===== config.mk =====
export PLATFORM = sky130hd
export DESIGN_NAME = fp_add_seq_ctrl
export DESIGN_NICKNAME = d
export VERILOG_FILES = /design/src/rtl/fp_add_seq_ctrl.sv
export SDC_FILE = /design/constraint.sdc
export NUM_CORES = 1
export LEC_CHECK = 0
export ABC_AREA = 1
export CAP_MARGIN = 40
export CORE_UTILIZATION = 40
export CTS_CLUSTER_SIZE = 40
export DETAILED_ROUTE_END_ITERATION = 8
export GPL_TIMING_DRIVEN = 0
export PLACE_DENSITY_LB_ADDON = 0.1
export RECOVER_POWER = 50
export SYNTH_ARGS = -nofsm -noshare
export SYNTH_HDL_FRONTEND = slang
export SYNTH_SLANG_ARGS = --single-unit

===== constraint.sdc =====
create_clock -name clk -period 4.8 [get_ports clk]
set_input_delay 0.48 -clock clk [delete_from_list [all_inputs] [get_ports clk]]
set_output_delay 0.48 -clock clk [all_outputs]
set_load 0.05 [all_outputs]

===== src/rtl/fp_add_seq_ctrl.sv =====
// Multi-cycle binary32 adder sequencer driving a shared external 24-bit right shifter.
// Define FPADD_SPECIAL_EN to bypass Inf/NaN operands; otherwise exp==255 inputs are treated as finite.
module fp_add_seq_ctrl (
  input  logic        clk,
  input  logic        rst_n,
  input  logic        in_valid,
  output logic        in_ready,
  input  logic [31:0] a,
  input  logic [31:0] b,
  output logic        out_valid,
  input  logic        out_ready,
  output logic [31:0] result,
  output logic        ovf,
  output logic [23:0] shift_in,
  output logic [4:0]  shift_amt,
  input  logic [23:0] shift_out
);

  typedef enum logic [2:0] {IDLE, ALIGN, ADD, NORM, DONE} state_t;

  state_t      state_reg;
  logic        sign_reg;
  logic        sub_reg;
  logic [8:0]  exp_reg;
  logic [23:0] sig_l_reg;
  logic [23:0] sig_s_reg;
  logic [7:0]  d_reg;
  logic [24:0] sum_reg;

  logic        a_zero;
  logic        b_zero;
  logic        a_is_l;
  logic        bypass;
  logic [31:0] l_op;
  logic [31:0] s_op;
  logic [31:0] bypass_res;
  logic [7:0]  d_in;
  logic [23:0] sig_s_in;
  logic [24:0] sum_next;

`ifdef FPADD_SPECIAL_EN
  logic a_spec;
  logic b_spec;
  logic a_nan;
  logic b_nan;
  assign a_spec = (a[30:23] == 8'hFF);
  assign b_spec = (b[30:23] == 8'hFF);
  assign a_nan  = a_spec && (a[22:0] != 23'd0);
  assign b_nan  = b_spec && (b[22:0] != 23'd0);
`endif

  always_comb begin
    a_zero     = (a[30:23] == 8'd0);
    b_zero     = (b[30:23] == 8'd0);
    // Magnitude order on {exp,frac}; a tie keeps a as the larger operand.
    a_is_l     = (a[30:0] >= b[30:0]);
    l_op       = a_is_l ? a : b;
    s_op       = a_is_l ? b : a;
    d_in       = l_op[30:23] - s_op[30:23];
    sig_s_in   = {1'b1, s_op[22:0]};
    bypass     = a_zero | b_zero;
    bypass_res = a_zero ? (b_zero ? 32'd0 : b) : a;
`ifdef FPADD_SPECIAL_EN
    if (a_spec || b_spec) begin
      bypass = 1'b1;
      if (a_nan || b_nan || (a_spec && b_spec && (a[31] != b[31])))
        bypass_res = 32'h7FC00000;
      else if (a_spec)
        bypass_res = a;
      else
        bypass_res = b;
    end
`endif
    sum_next = sub_reg ? ({1'b0, sig_l_reg} - {1'b0, sig_s_reg})
                       : ({1'b0, sig_l_reg} + {1'b0, sig_s_reg});
  end

  always_ff @(posedge clk or negedge rst_n) begin
    if (!rst_n) begin
      state_reg <= IDLE;
      in_ready  <= 1'b1;
      out_valid <= 1'b0;
      result    <= 32'd0;
      ovf       <= 1'b0;
      shift_in  <= 24'd0;
      shift_amt <= 5'd0;
      sign_reg  <= 1'b0;
      sub_reg   <= 1'b0;
      exp_reg   <= 9'd0;
      sig_l_reg <= 24'd0;
      sig_s_reg <= 24'd0;
      d_reg     <= 8'd0;
      sum_reg   <= 25'd0;
    end else begin
      case (state_reg)
        IDLE: begin
          if (in_valid) begin
            in_ready <= 1'b0;
            ovf      <= 1'b0;
            if (bypass) begin
              result    <= bypass_res;
              out_valid <= 1'b1;
              state_reg <= DONE;
            end else begin
              sign_reg  <= l_op[31];
              sub_reg   <= a[31] ^ b[31];
              exp_reg   <= {1'b0, l_op[30:23]};
              sig_l_reg <= {1'b1, l_op[22:0]};
              sig_s_reg <= sig_s_in;
              d_reg     <= d_in;
              // Shifter operands are registered so they are stable for the whole ALIGN cycle.
              shift_in  <= sig_s_in;
              shift_amt <= (d_in < 8'd24) ? d_in[4:0] : 5'd0;
              state_reg <= ALIGN;
            end
          end
        end
        ALIGN: begin
          sig_s_reg <= (d_reg >= 8'd24) ? 24'd0 : shift_out;
          shift_in  <= 24'd0;
          shift_amt <= 5'd0;
          state_reg <= ADD;
        end
        ADD: begin
          if (sum_next == 25'd0) begin
            result    <= 32'd0;
            out_valid <= 1'b1;
            state_reg <= DONE;
          end else begin
            sum_reg   <= sum_next;
            state_reg <= NORM;
          end
        end
        NORM: begin
          if (sum_reg[24]) begin
            if (exp_reg >= 9'd254) begin
              result <= {sign_reg, 8'hFF, 23'd0};
              ovf    <= 1'b1;
            end else begin
              result <= {sign_reg, exp_reg[7:0] + 8'd1, sum_reg[23:1]};
            end
            out_valid <= 1'b1;
            state_reg <= DONE;
          end else if (sum_reg[23]) begin
            if (exp_reg >= 9'd255) begin
              result <= {sign_reg, 8'hFF, 23'd0};
              ovf    <= 1'b1;
            end else begin
              result <= {sign_reg, exp_reg[7:0], sum_reg[22:0]};
            end
            out_valid <= 1'b1;
            state_reg <= DONE;
          end else begin
            sum_reg <= {sum_reg[23:0], 1'b0};
            exp_reg <= exp_reg - 9'd1;
            // Underflow: the exponent hits zero before the sum is normalized.
            if (exp_reg == 9'd1) begin
              result    <= {sign_reg, 31'd0};
              out_valid <= 1'b1;
              state_reg <= DONE;
            end
          end
        end
        DONE: begin
          if (out_ready) begin
            out_valid <= 1'b0;
            in_ready  <= 1'b1;
            state_reg <= IDLE;
          end
        end
        default: state_reg <= IDLE;
      endcase
    end
  end

endmodule


* Word-level counts from Yosys, hierarchy flattened *
Cells that the tools add are included.

cells by class
  add/subtract/negate cells = 5
  magnitude comparators = 5
  equal/unequal tests = 17
  muxes and demuxes = 56
  bitwise gates (word level) = 3
  reductions and logical operators = 21

operator list
  operator                                                                              count
  32-bit 2-to-1 mux                                                                     9
  24-bit 2-to-1 mux                                                                     4
  24-bit one-hot mux with 2 select lines                                                2
  32-bit one-hot mux with 3 select lines                                                1
  31-bit 2-to-1 mux                                                                     3
  25-bit 2-to-1 mux                                                                     3
  25-bit one-hot mux with 2 select lines                                                1
  9-bit 2-to-1 mux                                                                      4
  31-bit greater-or-equal comparator                                                    1
  24-bit by 24-bit adder with 25-bit output                                             1
  25-bit zero test                                                                      1
  24-bit by 24-bit subtractor with 25-bit output                                        1
  3-bit 2-to-1 mux                                                                      7
  9-bit by 8-bit greater-or-equal comparator with 1-bit output (second input constant)  2
  9-bit one-hot mux with 2 select lines                                                 1
  8-bit zero test                                                                       2
  2-bit != test (second input constant)                                                 8
  5-bit 2-to-1 mux                                                                      3
  3-bit one-hot mux with 5 select lines                                                 1
  3-bit AND reduction                                                                   5
  5-bit AND reduction                                                                   3
  1-bit 2-to-1 mux                                                                      13
  5-bit one-hot mux with 2 select lines                                                 1
  9-bit by 1-bit equality test with 1-bit output (second input constant)                1
  22 further kinds                                                                      29

word-level totals
  register bits after elaboration = 159
  input bits = 92
  output and inout bits = 64
  word-level logic and storage cells = 123

* Logic depth before layout (Yosys ltp) *
Gate-level depths: netlist of the first run.

  word-level depth = 8
  mapped depth = 33
  gate-level depth less buffers = 32

* Least setup slack after synthesis of the first run *
No wires, ideal clock.

  path kind = register -> register
  from = reg sig_s_reg[0]
  to = reg result[29]
  library setup time = 123 ps
  data arrival time = 3770 ps
  required time = 4677 ps
  setup slack = 906 ps
  cell stages (with the launch flop) = 32
  path buffers = 1
  period minus slack after synthesis = 3894 ps
  path through = dfrtp_1 inv_1 ha_1 nand2_1 nor2_1 nand2_1 nor3_1 nand2_1 nor3_1 nand2_1 nor3_1 nand2_1 nand2_1 nand2_1 xor2_1 ha_1 nand2_1 nor2_1 inv_1 nor4_1 nand2_1 nand4_1 nand2_1 nor2_1 nand2_1 nor2_1 nand3_1 nand2_4 nand2_4 buf_6 nand2_1 o21ai_2

between the ends
  longest elaborated chain between the ends = 5
  elaborated cells between the ends (all ways) = 6
  those cells by class = add/sub (2); eq/ne (1); mux (1); reduce/logical (2)

RTL lines
  element                                                                                                      RTL line  text
  from (decl)                                                                                                  26        logic [23:0] sig_s_reg;
  from (signal assigned)                                                                                       109       sig_s_reg <= sig_s_in;
  from (signal assigned)                                                                                       119       sig_s_reg <= (d_reg >= 8'd24) ? 24'd0 : shift_out;
  24-bit by 24-bit adder with 25-bit output or 24-bit by 24-bit subtractor with 25-bit output (tied branches)  75, 74
  25-bit 2-to-1 mux *                                                                                          74        sum_next = sub_reg ? ({1'b0, sig_l_reg} - {1'b0, sig_s_reg})
  25-bit zero test *                                                                                           125       if (sum_next == 25'd0) begin
  2-bit != test (no source line) *                                                                             -
  5-bit AND reduction (no source line) *                                                                       -
  to (signal assigned)                                                                                         137       result <= {sign_reg, 8'hFF, 23'd0};
  to (signal assigned)                                                                                         140       result <= {sign_reg, exp_reg[7:0] + 8'd1, sum_reg[23:1]};
  to (signal assigned)                                                                                         146       result <= {sign_reg, 8'hFF, 23'd0};
  to (decl)                                                                                                    12        output logic [31:0] result,

Every way passes the cells marked *; elsewhere a longest branch is shown, timed or not.
A chain may end at the register's enable or synchronous reset.

* Final worst setup path of the first run *
  from = reg sig_s_reg[0]
  to = reg result[30]

The elaborated chain is that of the path after synthesis.

==> impl_metrics.py, run 1 <==
metrics = {
    "run_status": {
        "outcome": "complete, but fails checks",
        "failed_checks": "max-capacitance violations, max-slew violations",
    },
    "clock_network": {
        "clk_latency_ns": 0.45,
        "cts_buffers": 17,
        "clock-sinks": 156,
        "cts.clk_slew.worst_paths_ns": 0.08,
        "cts_tree": "yes",
        "clock-root-buffer": "clkbuf_16",
        "clockBufferDepth": 2,
        "htreeDepth": 4,
    },
    "floorplanning": {
        "ios": 156,
        "dieArea_sq_um": 29600,
        "die_height_um": 172,
        "die_w_um": 172,
        "rows": 61,
        "start_util_pct": 41.1,
        "core_sq_um": 28200,
    },
    "timing": {
        "slew_viol_final": 73,
        "finalSetupTns_ns": 0,
        "period_share_pct": 95.7,
        "finClkSkew_ns": 0.0149,
        "hold_violations": 0,
        "finalSetupViolations": 0,
        "fmax_mhz": 218,
        "fin_crit_ns": 4.59,
        "slew_headroom_pct": -166,
        "worst_slew_pin_slew_ns": 3.98,
    },
    "critical_path": {
        "crit_required_ns": 5.14,
        "cpMostUsedCell": "nand2_1",
        "end_kind": "flop",
        "cp.arrival_ns": 4.93,
        "slowest_stage": "dfrtp_2",
        "path_max_fanout": 6,
        "crit_path_start_kind": "flop",
        "critPathMaxStageDelay_ns": 0.40,
        "path_class": "flop to flop",
    },
    "power": {
        "p_per_area_nw_per_um2": 876,
        "leakage_nw": 7.11,
        "ir_drop_v": 0.000352,
        "total_power_w": 0.0129,
    },
    "synth": {
        "synth-simple-area-share_pct": 26.3,
        "synth_top_area_cell": "dfrtp_1",
        "synth_area_sq_um": 11600,
        "synth_top_family_by_area": "simple AND/OR/NAND/NOR gates",
        "synth-seq-area-share_pct": 33.7,
        "synth_mux_area_share_pct": 0,
        "synth_top_area_share_pct": 33.5,
        "ys_types": 49,
        "syn_area_per_cell_sq_um": 6.99,
        "ys_ff_latch": 156,
        "synth_compound_area_share_pct": 19.6,
        "synthesis.nets": 1810,
        "synthAdderAreaFrac_pct": 6.76,
        "ys.warnings.count": 0,
        "synth-xor-area-share_pct": 3.55,
        "netlist_instances": 1656,
        "ys_top_cells_by_area": "dfrtp_1 33%, nand2_1 13%, inv_1 6.8%",
    },
    "global_route": {
        "antenna_found_initial": 0,
        "grt_first_pass_wirelength_um": 61000,
        "grt_max_degree": 85,
        "grt_usage_pct": 27.7,
        "grt_pass1_vias": 10782,
        "globalRouteOverflowTotal": 0,
    },
    "place": {
        "placed_area_sq_um": 13600,
        "dp_hpwl_um": 32700,
        "gp_congestion": 0.944,
        "port_buffers": 155,
        "dp.cells": 2190,
    },
    "final_layout": {
        "final_common_cell": "nand2_1",
        "mostFrequentLayoutCells": "401 x nand2_1, 208 x inv_1, 154 x dfrtp_1",
        "syn_to_final_growth_pct": 27.4,
        "fillers": 2773,
        "multi_input_comb_area_sq_um": 6810,
        "num-nets-final": 2000,
        "final_area_sq_um": 14800,
        "regArea_sq_um": 3910,
        "antenna_cells": 0,
        "drive_gt1_share_pct": 9.14,
        "largest_reg_flops": 32,
        "final_cells": 2237,
    },
    "drt": {
        "wl_um": 40200,
        "wire_per_inst_um": 18.0,
        "via_per_inst": 5.19,
        "first_iter_violations": 842,
        "post-route-drc-count": 0,
        "drtAntennaViolNets": 0,
        "first_pass_iters": 6,
        "via_count": 11607,
    },
    "job": {
        "maxCapViolations": 1,
    },
    "hold_path": {
        "hp-class": "flop to flop",
    },
}
[cell families after synthesis]
group / after synthesis
simple gates: 727
compound gates: 377
buf+inv: 287
flops: 156
fa+ha+maj: 62
xor+xnor: 47
[final timing paths]
| kind | start | to | slack, ns | cells after the start |
|---|---|---|---|---|
| max in group asynchronous | rst_n | exp_reg[5]$_DFFE_PN0P_ | 1.15 | 1 |
| worst min register to register | result[10]$_DFFE_PN0P_ | result[10]$_DFFE_PN0P_ | 0.46 | 2 |
| worst max register to register | sig_s_reg[0]$_DFFE_PN0P_ | result[30]$_DFFE_PN0P_ | 0.21 | 29 |
| worst min-delay path | result[10]$_DFFE_PN0P_ | result[10]$_DFFE_PN0P_ | 0.46 | 2 |
| min in group asynchronous | rst_n | result[18]$_DFFE_PN0P_ | 1.42 | 1 |
| worst max-delay path | sig_s_reg[0]$_DFFE_PN0P_ | result[30]$_DFFE_PN0P_ | 0.21 | 29 |
[cell usage after synthesis (all sizes together)]
cell    instances
xnor2          12
clkinv          1
nand4          18
nor3b           1
o31ai           1
a31oi           5
a21oi         101
buf            27
a22o           22
o21ai         159
nor4            5
or2             5
and3            1
nand3b          6
dfstp           1
fa              1
inv           216
o221ai          3
nor3           20
o21bai          4
o21a            2
clkbuf         43
o211ai          1
a21o            4
a32o            1
a22oi          15
nor2          161
xor2           35
dfrtp         155
a32oi           3
o22ai          56
nand3          96
nand2         414
ha             61
[repair_timing]
| action | 4_1_cts | 5_1_grt |
|---|---|---|
| resized for setup | 7 | 56 |
| hold buffers | 0 | 0 |
| setup buffers | 0 | 12 |
| setup endpoints to repair | 61 | 61 |
| pin swaps | 1 | 28 |
| cloned | 0 | 3 |
[critical path, delay by kind of cell, from the launching register on]
kind                     cells  cell delay (ns)
buffers and inverters        3             0.42
flip-flops                   1             0.40
adder cells (fa/ha/maj)      2             0.40
XOR/XNOR                     2             0.54
AO/OA/AOI/OAI                5             0.63
AND/OR/NAND/NOR             17             2.06
[report_power, final]
group	internal, W	total (W)	leakage [nW]	switching, W
sequential	0.00197	0.00239	1.90	0.000417
clock	0.000855	0.00152	0.309	0.000663
combinational	0.00321	0.00902	4.90	0.00581
total	0.00604	0.0129	7.11	0.00689
[final cells by class]
type                       count  area share (%)
clock buffer                  18            2.98
buffer                        70            2.45
sequential                   156            26.5
clock inverter                14            1.34
timing repair buffer         171            11.9
tap                          378            3.21
inverter                     217            5.54
multi-input combinational   1213            46.1
[through the flow]
step                      hold WS [ns]  utilization, %  setup WS, ns
after CTS                       0.0194            50.8        0.0676
final                            0.464            52.4         0.209
after global placement           0.452            48.3         -3.25
after detailed placement         0.458            48.4        -0.322
after global routing             0.488            52.4       -0.0699
after floorplan                  0.184               -         0.906
[routing by layer]
metal	vias up	wire (um)	track usage (%)
li1	5874	-	-
met2	351	18400	44.5
met1	5350	18700	39.4
met3	32	2430	3.34
met4	0	639	6.73
met5	-	0	0
Power figures use the tool's default switching activity.
==> run 2, diff against run 1 <==
--- a/config.mk
+++ b/config.mk
@@ -7,6 +7,7 @@
 export LEC_CHECK = 0
 export ABC_AREA = 1
 export CAP_MARGIN = 40
+export CORE_ASPECT_RATIO = 1.2
 export CORE_UTILIZATION = 40
 export CTS_CLUSTER_SIZE = 40
 export DETAILED_ROUTE_END_ITERATION = 8
==> run 2 against run 1 <==
Against the previous run:
- the run still ends with max-capacitance violations, max-slew violations left
- sequential share of layout area grew 0.23 points
- clock-buffer cell count grew 1
- via count shrank 0.62%
- first-iteration DRC count shrank 15%
- cell area shrank 0.86%
- clock power shrank 8%
- non-clock buffer count shrank 3
- total power shrank 1.1%
- largest cell class unchanged
==> impl_metrics.py, run 2 (synthesis gave the netlist of run 1 again) <==
metrics = {
    "power": {
        "leakage_nw": 7.07,
        "p_per_area_nw_per_um2": 874,
        "clockPowerShare_pct": 10.9,
        "power.switching_w": 0.00683,
        "combPwrFrac_pct": 70.3,
        "ir_drop_v": 0.000350,
        "p_seq_share_pct": 18.7,
        "p_int_w": 0.00596,
        "power_switching_share_pct": 53.4,
    },
    "timing": {
        "worst_slew_pin_slew_ns": 2.41,
        "fin_crit_ns": 4.64,
        "setup_slack_ns": 0.160,
        "finClkSkew_ns": 0.0130,
        "hold_violations": 0,
        "period_share_pct": 96.7,
        "fmax_mhz": 216,
        "slew_viol_final": 144,
        "finalSetupTns_ns": 0,
        "hold_slack_ns": 0.462,
        "slew_headroom_pct": -61.0,
        "finalSetupViolations": 0,
    },
    "final_layout": {
        "antenna_cells": 0,
        "final_common_cell": "nand2_1",
        "num-nets-final": 1997,
        "mostFrequentLayoutCells": "400 x nand2_1, 205 x inv_1, 154 x nor2_1, 154 x dfrtp_1, 125 x clkdlybuf4s50_1",
        "syn_to_final_growth_pct": 26.3,
        "largest_reg_flops": 32,
        "final_area_sq_um": 14600,
        "drive_gt1_share_pct": 9.01,
    },
    "floorplanning": {
        "start_util_pct": 41.1,
        "ios": 156,
        "rows": 67,
        "die_w_um": 157,
        "core_sq_um": 28200,
        "die_height_um": 188,
        "dieArea_sq_um": 29600,
    },
    "drt": {
        "drtAntennaViolNets": 0,
        "via_per_inst": 5.17,
        "post-route-drc-count": 0,
        "first_iter_violations": 718,
        "wl_um": 40000,
        "first_pass_iters": 5,
        "wire_per_inst_um": 17.9,
        "via_count": 11535,
    },
    "critical_path": {
        "crit_path_start": "sig_s_reg[0]$_DFFE_PN0P_",
        "cpMostUsedCell": "nand2_2",
        "r2r_end": "result[29]$_DFFE_PN0P_",
        "cp.arrival_ns": 4.96,
        "cp_top_family": "simple AND/OR/NAND/NOR gates",
        "slowest_stage": "dfrtp_2",
        "end_kind": "flop",
        "critPathMaxStageDelay_ns": 0.43,
        "crit_path_start_kind": "flop",
        "critical_path_buf_inv_count": 2,
        "crit_required_ns": 5.12,
        "path_class": "flop to flop",
        "reg2reg_depth": 28,
        "r2r_slack_ns": 0.16,
        "r2r-start": "sig_s_reg[0]$_DFFE_PN0P_",
        "path_max_fanout": 8,
    },
    "global_route": {
        "globalRouteOverflowTotal": 0,
        "grt_pass1_vias": 11298,
        "grt_max_degree": 112,
        "grt_usage_pct": 27.5,
        "grt_first_pass_wirelength_um": 61300,
        "antenna_found_initial": 0,
    },
    "run_status": {
        "outcome": "complete, but fails checks",
        "failed_checks": "max-capacitance violations, max-slew violations",
    },
    "clock_network": {
        "htreeDepth": 4,
        "clock-root-buffer": "clkbuf_16",
        "clk_latency_ns": 0.44,
        "cts_buffers": 17,
        "cts_tree": "yes",
        "clockBufferDepth": 2,
        "clock-sinks": 156,
        "cts.clk_slew.worst_paths_ns": 0.07,
    },
    "hold_path": {
        "whs_path_depth": 2,
        "hp-class": "flop to flop",
        "min_to": "out_valid$_DFFE_PN0P_",
        "min-delay-start": "out_valid$_DFFE_PN0P_",
    },
    "place": {
        "placed_area_sq_um": 13600,
        "gp_congestion": 0.925,
        "dp_hpwl_um": 33000,
        "dp_slack_ns": -0.353,
        "port_buffers": 155,
    },
    "job": {
        "maxCapViolations": 1,
    },
}
run 2: changes by cell type in the layout (fill, tap and decap cells not counted), moves of 2 or more:
cell / previous run / this run
inv_6: 5 / 1
inv_1: 208 / 205
nor2_1: 152 / 154
inv_2: 7 / 10
nand2_4: 2 / 4
nor3_4: 2 / 4
clkinv_2: 0 / 3
inv_8: 2 / 0
clkbuf_1: 44 / 46
buf_4: 13 / 11
run 2: what timing repair did:
action / in CTS / in global routing
endpoints found under the hold margin: 45 / 0
pin swaps: 0 / 25
gates resized for setup: 7 / 60
buffers inserted: 0 / 9
hold buffers: 1 / 0
cloned: 0 / 3
setup endpoints to repair: 61 / 61
run 2: power by group through the flow:
stage	Combinational [W]	Sequential, W	Clock (W)
floorplan	0.00535	0.00314	0
global placement	0.00835	0.00237	0
detailed placement	0.00844	0.00238	0
CTS	0.00849	0.00237	0.00142
global route	0.00992	0.00247	0.00147
finish	0.00899	0.00239	0.00140
run 2: how the worst max path moves through the flow:
stage          slack (ns)  cells past startpoint                      to
3_3_place_gp        -3.25                      1  result[28]$_DFFE_PN0P_
4_1_cts              0.04                     33  result[20]$_DFFE_PN0P_
6_report             0.16                     28  result[29]$_DFFE_PN0P_
5_1_grt             -0.07                     33  result[29]$_DFFE_PN0P_
2_1_floorplan        0.91                     31  result[29]$_DFFE_PN0P_
3_5_place_dp        -0.35                     28  result[20]$_DFFE_PN0P_
run 2: tightest hold or removal path, cell delays in order (launching register included):
cell,delay [ns]
dfrtp_1,0.34
nand2_1,0.05
nand2_1,0.04
run 2: cell type report:
type,count,area [sq um]
clock inverter,11,146
inverter,217,817
timing repair buffer,169,1690
buffer,69,354
clock buffer,19,433
multi-input combinational,1213,6810
sequential,156,3910
fill,2865,13500
tap,379,474
run 2: routing by layer:
metal,GRT usage (%),vias up,wire length [um]
li1,-,5861,-
met3,2.83,43,1220
met5,0,-,0
met4,8.51,0,873
met1,36.1,5357,18400
met2,47.1,274,19500
run 2: stage by stage:
stage          std cells  util [%]  total power (W)
2_1_floorplan       1656         -          0.00850
6_report            2233      51.9           0.0128
3_5_place_dp        2191      48.4           0.0108
3_3_place_gp        2190      48.3           0.0107
5_1_grt             2233      51.9           0.0139
4_1_cts             2222      50.6           0.0123
==> variant: new RTL, flow settings as in run 1 <==
Encoding of `state_t`: now one-hot (5 bits for 5 states).
--- a/src/rtl/fp_add_seq_ctrl.sv
+++ b/src/rtl/fp_add_seq_ctrl.sv
@@ -16,7 +16,7 @@
   input  logic [23:0] shift_out
 );
 
-  typedef enum logic [2:0] {IDLE, ALIGN, ADD, NORM, DONE} state_t;
+  typedef enum logic [4:0] {IDLE = 5'b00001, ALIGN = 5'b00010, ADD = 5'b00100, NORM = 5'b01000, DONE = 5'b10000} state_t;
 
   state_t      state_reg;
   logic        sign_reg;
Function: same outputs for any inputs over 4 cycles, from zero or initial values and one cycle with rst_n low; so few cycles prove little.
==> variant against run 1 <==
Routed wire length increased by 4.3%; combinational power decreased by 16%; sequential cell count is 2 higher; synthesized area decreased by 0.26%; sequential share of layout area up 1.1 points; the flow still finishes with violations (max-capacitance violations, max-slew violations); cell area shrank 2.6%; total power is 12% lower; worst setup slack gained 0.059 ns; clock skew is 0.00087 ns lower.
==> variant: results (changes against run 1) <==
Setup path
  – RR Endpoint: result[20] (was result[30])

Power
  – Seq pwr share: 21.2% (was 18.5%)
  – Maximum VDD drop: 357 uV (was 352 uV)

Routing
  – Drt initial violations: 1039 (was 842)
  – Met1 WL: 19.3 mm (was 18.7 mm)
  – Routed len/inst: 19.0 um (was 18.0 um)
  – Met3 wire length: 3.18 mm (was 2.43 mm)
  – Routed wire length: 41.9 mm (was 40.2 mm)

Run
  – Max Cap Viol: 1 (unchanged)

STA
  – WHS: 0.473 ns (was 0.464 ns)
  – Max Slew Vio Count: 71 (was 73)

Logic synthesis
  – Mapped Nets: 1792 (was 1810)
  – Synth cell types: 54 (was 49)
  – Syn Inst Count: 1638 (was 1656)

Global routing
  – Met2 Resource Use GR: 44.8% (was 44.5%)
  – Total Routing Usage GR: 29.1% (was 27.7%)
  – Global-route wire length before repair: 64.1 mm (was 61.0 mm)
  – Number of global-route vias before repair: 11300 (was 10800)

Hold path
  – Hold endpoint: result[28] (was result[10])

Final layout
  – Non-clk buf share: 13.3% (was 14.3%)
  – Share of cells above drive strength 1: 7.65% (was 9.14%)
  – Multi-input gate count: 1216 (was 1213)
  – Layout net count: 1971 (was 2000)
  – Fill count: 2888 (was 2773)

Status
  – Failing checks: max-capacitance violations, max-slew violations (unchanged)
  – Status: complete, but fails checks (unchanged)

Clock tree
  – # resized after CTS: 4 (was 7)
==> variant: changes by cell type after synthesis, sizes merged, moves of 19 or more <==
cell | run 1 | this run
o22ai | 56 | 22
nand3 | 96 | 64
nand4 | 18 | 42
a221oi | 0 | 22
a22o | 22 | 1
nor3 | 20 | 39
==> variant: worst max-delay path, cell delays in order (launching register included) <==
cell,delay [ns]
dfrtp_1,0.43
inv_1,0.13
ha_1,0.18
nand3_1,0.14
nor3_2,0.29
nand3_2,0.14
nor3_4,0.26
nand3_2,0.11
o21ai_2,0.17
xor2_1,0.29
ha_1,0.36
nand2_1,0.17
o21ai_0,0.15
a21oi_1,0.16
nand3_1,0.14
xor2_1,0.18
nor2_1,0.13
nand2_1,0.10
nor2_4,0.17
nand3_2,0.11
nand2_4,0.14
nand2_4,0.12
buf_6,0.19
nand2_1,0.08
o21ai_2,0.05
